[src/rtl/axadd_pkg.sv]
// Shared definitions for the approximate-adder sharing controller:
// datapath widths, controller state encoding and the exact reference sum.
package axadd_pkg;

    localparam int ADD_W = 16;
    localparam int SUM_W = 17;

    typedef enum logic {
        IDLE = 1'b0,
        HOLD = 1'b1
    } state_t;

    // Exact reference sum against which the approximate adder is judged
    function automatic logic [SUM_W-1:0] exact_sum(input logic [ADD_W-1:0] a,
                                                   input logic [ADD_W-1:0] b);
        return {1'b0, a} + {1'b0, b};
    endfunction

endpackage

[src/rtl/axadd_share_arbiter_rr_arbiter.sv]
// Round-robin grant: picks the first asserted request at or after ptr,
// searching upward with wrap, and reports it one-hot and encoded.
module rr_arbiter #(
    parameter int NUM_REQ = 4,
    parameter int ID_W    = 2
) (
    input  logic [NUM_REQ-1:0] req,
    input  logic [ID_W-1:0]    ptr,
    output logic [NUM_REQ-1:0] gnt,
    output logic [ID_W-1:0]    gnt_idx,
    output logic               gnt_any
);

    int idx;

    always_comb begin
        gnt     = '0;
        gnt_idx = '0;
        gnt_any = 1'b0;
        idx     = 0;
        for (int off = 0; off < NUM_REQ; off++) begin
            idx = int'(ptr) + off;
            if (idx >= NUM_REQ) begin
                idx = idx - NUM_REQ;
            end
            if (!gnt_any && req[idx]) begin
                gnt[idx] = 1'b1;
                gnt_idx  = ID_W'(idx);
                gnt_any  = 1'b1;
            end
        end
    end

endmodule

[src/rtl/axadd_share_arbiter.sv]
// Shares one external approximate 16-bit adder among NUM_REQ requesters,
// returning registered results and keeping accuracy statistics.
module axadd_share_arbiter
    import axadd_pkg::*;
#(
    parameter int NUM_REQ = 4,
    parameter int ID_W    = 2,
    parameter int CNT_W   = 16
) (
    input  logic                     clk,
    input  logic                     rst,
    input  logic [NUM_REQ-1:0]       req_valid,
    output logic [NUM_REQ-1:0]       req_ready,
    input  logic [NUM_REQ*ADD_W-1:0] req_a,
    input  logic [NUM_REQ*ADD_W-1:0] req_b,
    output logic [ADD_W-1:0]         add_a,
    output logic [ADD_W-1:0]         add_b,
    input  logic [SUM_W-1:0]         add_sum,
    output logic                     rsp_valid,
    input  logic                     rsp_ready,
    output logic [SUM_W-1:0]         rsp_sum,
    output logic [ID_W-1:0]          rsp_id,
    output logic                     rsp_err,
    input  logic                     stat_clr,
    output logic [CNT_W-1:0]         op_cnt,
    output logic [CNT_W-1:0]         err_cnt
);

    state_t              state_q, state_d;
    logic [ID_W-1:0]     ptr_q;
    logic [ID_W-1:0]     ptr_next;
    logic                issue;
    logic [NUM_REQ-1:0]  gnt;
    logic [ID_W-1:0]     gnt_idx;
    logic                gnt_any;
    logic                mismatch;

    // Gating with rst keeps the handshake closed during reset, so nothing
    // granted in a reset cycle can be lost silently
    assign issue = !rst && ((state_q == IDLE) || rsp_ready);

    rr_arbiter #(
        .NUM_REQ (NUM_REQ),
        .ID_W    (ID_W)
    ) u_rr (
        .req     (req_valid & {NUM_REQ{issue}}),
        .ptr     (ptr_q),
        .gnt     (gnt),
        .gnt_idx (gnt_idx),
        .gnt_any (gnt_any)
    );

    assign req_ready = gnt;
    assign rsp_valid = (state_q == HOLD);
    assign mismatch  = (add_sum != exact_sum(add_a, add_b));
    assign ptr_next  = (gnt_idx == ID_W'(NUM_REQ - 1)) ? '0 : gnt_idx + ID_W'(1);

    always_comb begin
        add_a = '0;
        add_b = '0;
        for (int i = 0; i < NUM_REQ; i++) begin
            if (gnt[i]) begin
                add_a = req_a[i*ADD_W +: ADD_W];
                add_b = req_b[i*ADD_W +: ADD_W];
            end
        end
    end

    always_comb begin
        state_d = state_q;
        if (gnt_any) begin
            state_d = HOLD;
        end else if (state_q == HOLD && rsp_ready) begin
            state_d = IDLE;
        end
    end

    always_ff @(posedge clk) begin
        if (rst) begin
            state_q <= IDLE;
            ptr_q   <= '0;
            rsp_sum <= '0;
            rsp_id  <= '0;
            rsp_err <= 1'b0;
        end else begin
            state_q <= state_d;
            if (gnt_any) begin
                ptr_q   <= ptr_next;
                rsp_sum <= add_sum;
                rsp_id  <= gnt_idx;
                rsp_err <= mismatch;
            end
        end
    end

    // Statistics saturate rather than wrap; a clear wins over a same-cycle increment
    always_ff @(posedge clk) begin
        if (rst || stat_clr) begin
            op_cnt  <= '0;
            err_cnt <= '0;
        end else if (gnt_any) begin
            if (op_cnt != '1) begin
                op_cnt <= op_cnt + CNT_W'(1);
            end
            if (mismatch && err_cnt != '1) begin
                err_cnt <= err_cnt + CNT_W'(1);
            end
        end
    end

endmodule

[config.mk]
export PLATFORM = sky130hd
export DESIGN_NAME = axadd_share_arbiter
export DESIGN_NICKNAME = d
export VERILOG_FILES = /design/src/rtl/axadd_pkg.sv /design/src/rtl/axadd_share_arbiter_rr_arbiter.sv /design/src/rtl/axadd_share_arbiter.sv
export SDC_FILE = /design/constraint.sdc
export NUM_CORES = 1
export LEC_CHECK = 0
export CAP_MARGIN = 30
export CORE_MARGIN = 10
export CORE_UTILIZATION = 45
export CTS_CLUSTER_DIAMETER = 100
export DETAILED_ROUTE_END_ITERATION = 7
export GPL_TIMING_DRIVEN = 0
export PLACE_DENSITY = 0.9
export SYNTH_ARGS = -nofsm -noshare
export SYNTH_HDL_FRONTEND = slang
export SYNTH_SLANG_ARGS = --single-unit
[constraint.sdc]
create_clock -name clk -period 11.9 [get_ports clk]
set_input_delay 2.38 -clock clk [delete_from_list [all_inputs] [get_ports clk]]
set_output_delay 2.38 -clock clk [all_outputs]
set_load 0.005 [all_outputs]
**Word-level counts from Yosys, hierarchy flattened**

Cells that the tools add are included.

- Bits in read-only memories: 0
- Bits in writable memories: 0
- Bits in registers: 55
- Bits in latches: 0
- Memories: 0
- Bits of input ports: 153
- Logic and storage cells: 105
- Output and inout bits: 89

- Order comparisons: 12
- Reduce and logical (&&, ||, !) cells: 19
- $mul: 0
- Shift-type cells: 0
- Add/subtract/negate cells: 11
- Div/mod/pow operators: 0
- Multiplexer cells: 47
- Bitwise operators: 5
- Equality and inequality tests: 4

Operators by type and width:

| cell | number |
|---|---|
| $ge 32x1->1 const B | 4 |
| $lt 32x4->1 const B | 4 |
| $mux 16 | 8 |
| $mux 32 | 4 |
| $ge 32x4->1 const B | 3 |
| $sub 32x4->32 const B | 3 |
| $add 16x1->16 const B | 2 |
| $ne 16x16->1 const B | 2 |
| $mux 1 | 18 |
| $add 16x16->17 | 1 |
| $ne 17x17->1 | 1 |
| $mux 4 | 4 |
| $or 4x4->4 | 3 |
| $logic_and 1x1->1 | 10 |
| $mux 2 | 5 |
| $bmux 1 s2 | 4 |
| $demux 1 s2 | 4 |
| $add 2x2->3 const B | 2 |
| $and 4x4->4 | 1 |
| $logic_not 1->1 | 4 |
| $reduce_and 2->1 | 2 |
| $sub 2x3->4 const B | 1 |
| $add 2x1->3 const B | 1 |
| $ge 2x3->1 const B | 1 |
| other kinds (5) | 6 |

**Depth between registers and ports, before layout**

- Depth in word-level cells: 25
- Gate-level depth with buffers: 26

**Hierarchy**

From an unflattened synthesis, not the netlist that was laid out.

- Cells, all modules: 671
- Area total of the unflattened synthesis: 4992.3 µm²

By module, submodules not included:

| module | area an instance (µm²) | cells each | times used |
|---|---|---|---|
| axadd_share_arbiter | 4531.8 | 623 | 1 |
| rr_arbiter | 460.4 | 48 | 1 |

**Least setup slack after synthesis**

OpenSTA, ideal clock, no wires.

- Path type: input -> register
- From: in rst
- To: reg err_cnt[12]
- Path slack: 4.938 ns
- Path buffers: 5
- Data required time: 11.799 ns
- Stages on the path: 24
- Data arrival time: 6.861 ns
- Path through: clkbuf_1 nor3_2 nand3b_1 a21oi_1 a221o_1 buf_6 nor2b_4 buf_6 buf_8 a221oi_2 o31ai_1 ha_1 inv_1 fa_1 nor2b_1 o31ai_4 a211oi_1 o41ai_2 mux2i_1 o211ai_2 nor3_2 buf_2 o311ai_0 o41ai_1

- Word-level cells in the longest chain between the ends: 24
- Elaborated cells between the ends (all ways): 45
- Those cells by class: add/sub: 1; eq/ne: 1; mux: 28; bitwise: 4; reduce/logical: 11

RTL lines:

| element | RTL line | text |
|---|---|---|
| start: declaration | axadd_share_arbiter.sv:11 | `input logic rst,` |
| $logic_not 1->1 * | axadd_share_arbiter.sv:40 | `assign issue = !rst && ((state_q == IDLE) \|\| rsp_ready);` |
| $logic_and 1x1->1 * | axadd_share_arbiter.sv:40 |  |
| $and 4x4->4 * | axadd_share_arbiter.sv:46 | `.req (req_valid & {NUM_REQ{issue}}),` |
| $bmux 1 s2 | axadd_share_arbiter_rr_arbiter.sv:26 | `if (!gnt_any && req[idx]) begin` |
| $mux 1 (implied by the code) (2 in a row) | axadd_share_arbiter_rr_arbiter.sv:26 |  |
| $mux 1 | axadd_share_arbiter_rr_arbiter.sv:26 |  |
| $logic_not 1->1 | axadd_share_arbiter_rr_arbiter.sv:26 |  |
| $logic_and 1x1->1 | axadd_share_arbiter_rr_arbiter.sv:26 |  |
| [... 6 more ...] | - |  |
| $mux 4 * | axadd_share_arbiter_rr_arbiter.sv:26 |  |
| $mux 16 (3 in a row) | axadd_share_arbiter.sv:62 | `if (gnt[i]) begin` |
| $mux 16 * | axadd_share_arbiter.sv:62 |  |
| named net add_a[0] | axadd_share_arbiter.sv:16 | `output logic [ADD_W-1:0] add_a,` |
| $add 16x16->17 * | axadd_pkg.sv:16 | `return {1'b0, a} + {1'b0, b};` |
| $ne 17x17->1 * | axadd_share_arbiter.sv:55 | `assign mismatch = (add_sum != exact_sum(add_a, add_b));` |
| $logic_and 1x1->1 * | axadd_share_arbiter.sv:105 | `if (mismatch && err_cnt != '1) begin` |
| $reduce_and 2->1 (no line) * | - |  |
| end signal: assignment | axadd_share_arbiter.sv:106 | `err_cnt <= err_cnt + CNT_W'(1);` |
| end: declaration | axadd_share_arbiter.sv:26 | `output logic [CNT_W-1:0] err_cnt` |

Mark *: on every way through the listed nets, which the timed path passes. The rest lies on a longest branch. The select of a mux whose other input is x is not followed.
A chain may end at the register's enable or synchronous reset.

**Worst setup path in the final report**

- From: in rst
- To: out add_a[9]

- Word-level cells in the longest chain between the ends: 20
- Elaborated cells between the ends (all ways): 35
- Those cells by class: mux: 23; bitwise: 4; reduce/logical: 8

RTL lines:

| element | RTL line |
|---|---|
| $logic_not 1->1 * | axadd_share_arbiter.sv:40 |
| $logic_and 1x1->1 * | axadd_share_arbiter.sv:40 |
| $and 4x4->4 * | axadd_share_arbiter.sv:46 |
| $bmux 1 s2 | axadd_share_arbiter_rr_arbiter.sv:26 |
| $mux 1 (implied by the code) (2 in a row) | axadd_share_arbiter_rr_arbiter.sv:26 |
| $mux 1 | axadd_share_arbiter_rr_arbiter.sv:26 |
| $logic_not 1->1 | axadd_share_arbiter_rr_arbiter.sv:26 |
| $logic_and 1x1->1 | axadd_share_arbiter_rr_arbiter.sv:26 |
| $mux 1 | axadd_share_arbiter_rr_arbiter.sv:26 |
| $logic_not 1->1 | axadd_share_arbiter_rr_arbiter.sv:26 |
| $logic_and 1x1->1 | axadd_share_arbiter_rr_arbiter.sv:26 |
| $mux 1 | axadd_share_arbiter_rr_arbiter.sv:26 |
| $logic_not 1->1 | axadd_share_arbiter_rr_arbiter.sv:26 |
| $logic_and 1x1->1 | axadd_share_arbiter_rr_arbiter.sv:26 |
| $mux 4 * | axadd_share_arbiter_rr_arbiter.sv:26 |
| $mux 16 (3 in a row) | axadd_share_arbiter.sv:62 |
| $mux 16 * | axadd_share_arbiter.sv:62 |
| end: declaration | axadd_share_arbiter.sv:16 |

Every way passes the cells marked *; elsewhere a longest branch is shown, timed or not. The select of a mux whose other input is x is not followed.

==> qor.yml <==
clock_tree:
  clock_latency_ns: 0.30
  cts_num_sinks: 55
  clk_pin_slew_ns: 0.07
  cts_made_buffers: 5
  cts_root_buf: "clkbuf_16"
  ctsResizeCount: 0
  cts_setup_buffers: 0
  cts_tree: "built"
  cts.htree.levels: 2
  postCtsHoldBufs: 0
  clockBufferDepth: 2
global_routing:
  grt_usage_pct: 25.2
  grt-ovfl-total: 0
  grt_pass1_vias: 5965
  grt_pass1_wl_um: 33400
  antenna_found_initial: 0
  grt_max_degree: 20
sta:
  setup_violations: 0
  hold_viol: 0
  post-route-period-util_pct: 71.6
  slew_headroom_pct: 52.6
  fmax_mhz: 117
  slew_violations: 0
  period_needed_ns: 8.52
  tns_ns: 0
  tightestPinTransition_ns: 0.692
  worst_clock_skew_ns: 0.0121
  grt_setup_unrepaired: "no"
  hold_slack_ns: 0.452
synthesis:
  async_flop_share_pct: 0
  synth-compound-area-share_pct: 32.0
  syn_nets: 840
  synthXorXnorAreaFrac_pct: 4.66
  synth_cells: 661
  yosysTopAreaCell: "dfxtp_1"
  yosys_warnings: 0
  yosys.area_share.simple_pct: 26.7
  synthMuxAreaShare_pct: 2.47
  synth-edff-count: 0
  synth_area_sq_um: 5070
  ys_dominant_reg_cell: "dfxtp_1"
  yosys_register_bits: 55
  synth_top_area_share_pct: 21.7
  ys_seq_area_share_pct: 21.7
  synth_area_leaders: "dfxtp_1 (22%), a221oi_2 (9.5%), nand2_1 (7.5%)"
  synth.distinct_cells: 64
  yosysMostFrequentCell: "nand2_1"
  synth-adder-area-share_pct: 6.56
  synth_top_family_by_area: "compound AO/OA/AOI/OAI gates"
  syn_area_per_cell_sq_um: 7.68
  netlist_top_cells_count: "nand2_1 (102), nor2_1 (65), a21oi_1 (59), dfxtp_1 (55), o31ai_1 (36)"
drt:
  first_iter_violations: 518
  drt-wirelength-per-cell_um: 21.0
  drt_pass1_iterations: 5
  routed_wl_um: 22000
  detail-route-antenna-nets: 0
  via_per_inst: 5.96
  vias: 6260
  drc: 0
die:
  dieWidth_um: 126
  die_y_um: 126
  dieArea_sq_um: 15900
  core_area_sq_um: 10900
  start_util_pct: 46.4
  io_pins: 242
  num_rows: 38
power:
  leakage_nw: 2.88
  ir_drop_uv: 124
  powerDensity_nw_per_um2: 202
worst_setup_path:
  cp_cell_sequence: "clkdlybuf4s50_1 -> clkbuf_1 -> nor3_2 -> nand3b_1 -> a21oi_1 -> a221o_1 -> buf_6 -> nor2b_4 -> buf_6 -> buf_8 -> a221oi_2 -> o31ai_1 -> clkdlybuf4s50_1"
  critPathSlowestCell: "clkdlybuf4s50_1"
  crit_buf_inv: 6
  critPathLaunchType: "input port"
  arrival_ns: 6.14
  critical_path_required_ns: 9.52
  cpPeakStageDelay_ns: 0.64
  cp_top_family: "buffers and inverters"
  cp_max_fo: 10
  endpoint_kind: "output port"
  critPathKind: "in2out"
final_layout:
  instances_no_fill: 1050
  drive_gt1_share_pct: 8.46
  multi_input_comb_area_sq_um: 3670
  final_area_sq_um: 7840
  regArea_sq_um: 1100
  nets: 1088
  num-fill-cells: 885
  fin_util_pct: 71.7
  diodes: 0
  area_growth_syn_to_layout_pct: 54.5
placed_design:
  gp_congestion: 1.00
  place_area_sq_um: 7660
  placement.io_buffers: 241
  place_hpwl_um: 18100
  placed_cells: 1042
hold_path:
  hp-class: "reg2reg"
run_status:
  status: "finished clean"
job:
  maxCapViolCount: 0
==> cells in the final DEF (no fill, tap or decap), types with 4 or more instances in the layout <==
master and instances:
xor2_1 11, nor3_1 11, inv_1 9, a21o_1 6, o21ai_0 29, a221oi_2 32, clkbuf_16 5, clkdlybuf4s50_1 241
nor2b_1 5, clkbuf_1 19, buf_6 7, buf_2 7, or3_1 25, mux2i_1 11, o31ai_1 36, a21oi_1 59
nand3_1 24, and2_1 4, and3_1 13, nand2b_1 6, nand2_1 102, dfxtp_1 55, nand3b_1 4, nand4_1 11
xnor2_1 16, nor2_1 65, ha_1 25
==> path summary, 6_finish.rpt <==
kind         cells after the start  slack, ns                    start                       end
max                             13       3.38                      rst                  add_a[9]
min                              2       0.45  rsp_sum[4]$_SDFFE_PP0P_   rsp_sum[4]$_SDFFE_PP0P_
max reg2reg                     26       5.75                flip-flop  err_cnt[12]$_SDFFE_PP0P_
min reg2reg                      2       0.45  rsp_sum[4]$_SDFFE_PP0P_   rsp_sum[4]$_SDFFE_PP0P_
==> state kept, by name, summed over array words and instances (netlist names), named ones only <==
name and cells:
rsp_id 2, rsp_sum 17, op_cnt 16, rsp_err 1, ptr_q 1, err_cnt 16, rsp_valid 1
==> cell type report <==
type | count | share of cell area [%]
flip-flops and latches | 55 | 14.1
clock inverters | 3 | 0.639
clock buffers | 5 | 1.60
well taps | 140 | 2.24
plain buffers | 41 | 3.32
inverters | 10 | 0.511
multi-input cells | 555 | 46.9
repair buffers | 241 | 30.8
==> layer usage <==
metal	up-vias	wire, um	track usage, %
met5	-	0	0
met4	0	402	5.02
met3	38	1940	6.29
met2	320	11100	45.1
met1	2951	8570	29.8
li1	2951	-	-
==> power by group <==
part	internal [mW]	switching (mW)
Clock	0.102	0.0719
Sequential	0.195	0.00816
Combinational	0.541	0.661
==> cell families after synthesis <==
group,after synthesis
mux,12
compound gates,205
fa+ha+maj,26
simple gates,285
flops,55
xor+xnor,27
buf+inv,51
==> worst min-delay path, stage by stage, from the launching register on <==
cell	delay, ns
dfxtp_1	0.31
nand2_1	0.05
a21oi_1	0.05
==> per-stage QoR <==
step                      setup slack [ns]  power, mW
after floorplan                       4.94      0.961
after global placement                3.45       1.38
after detailed placement              3.39       1.39
after CTS                             3.40       1.57
after global routing                  3.13       1.69
final                                 3.38       1.58
Note: power is estimated with default switching activity, not from simulation.
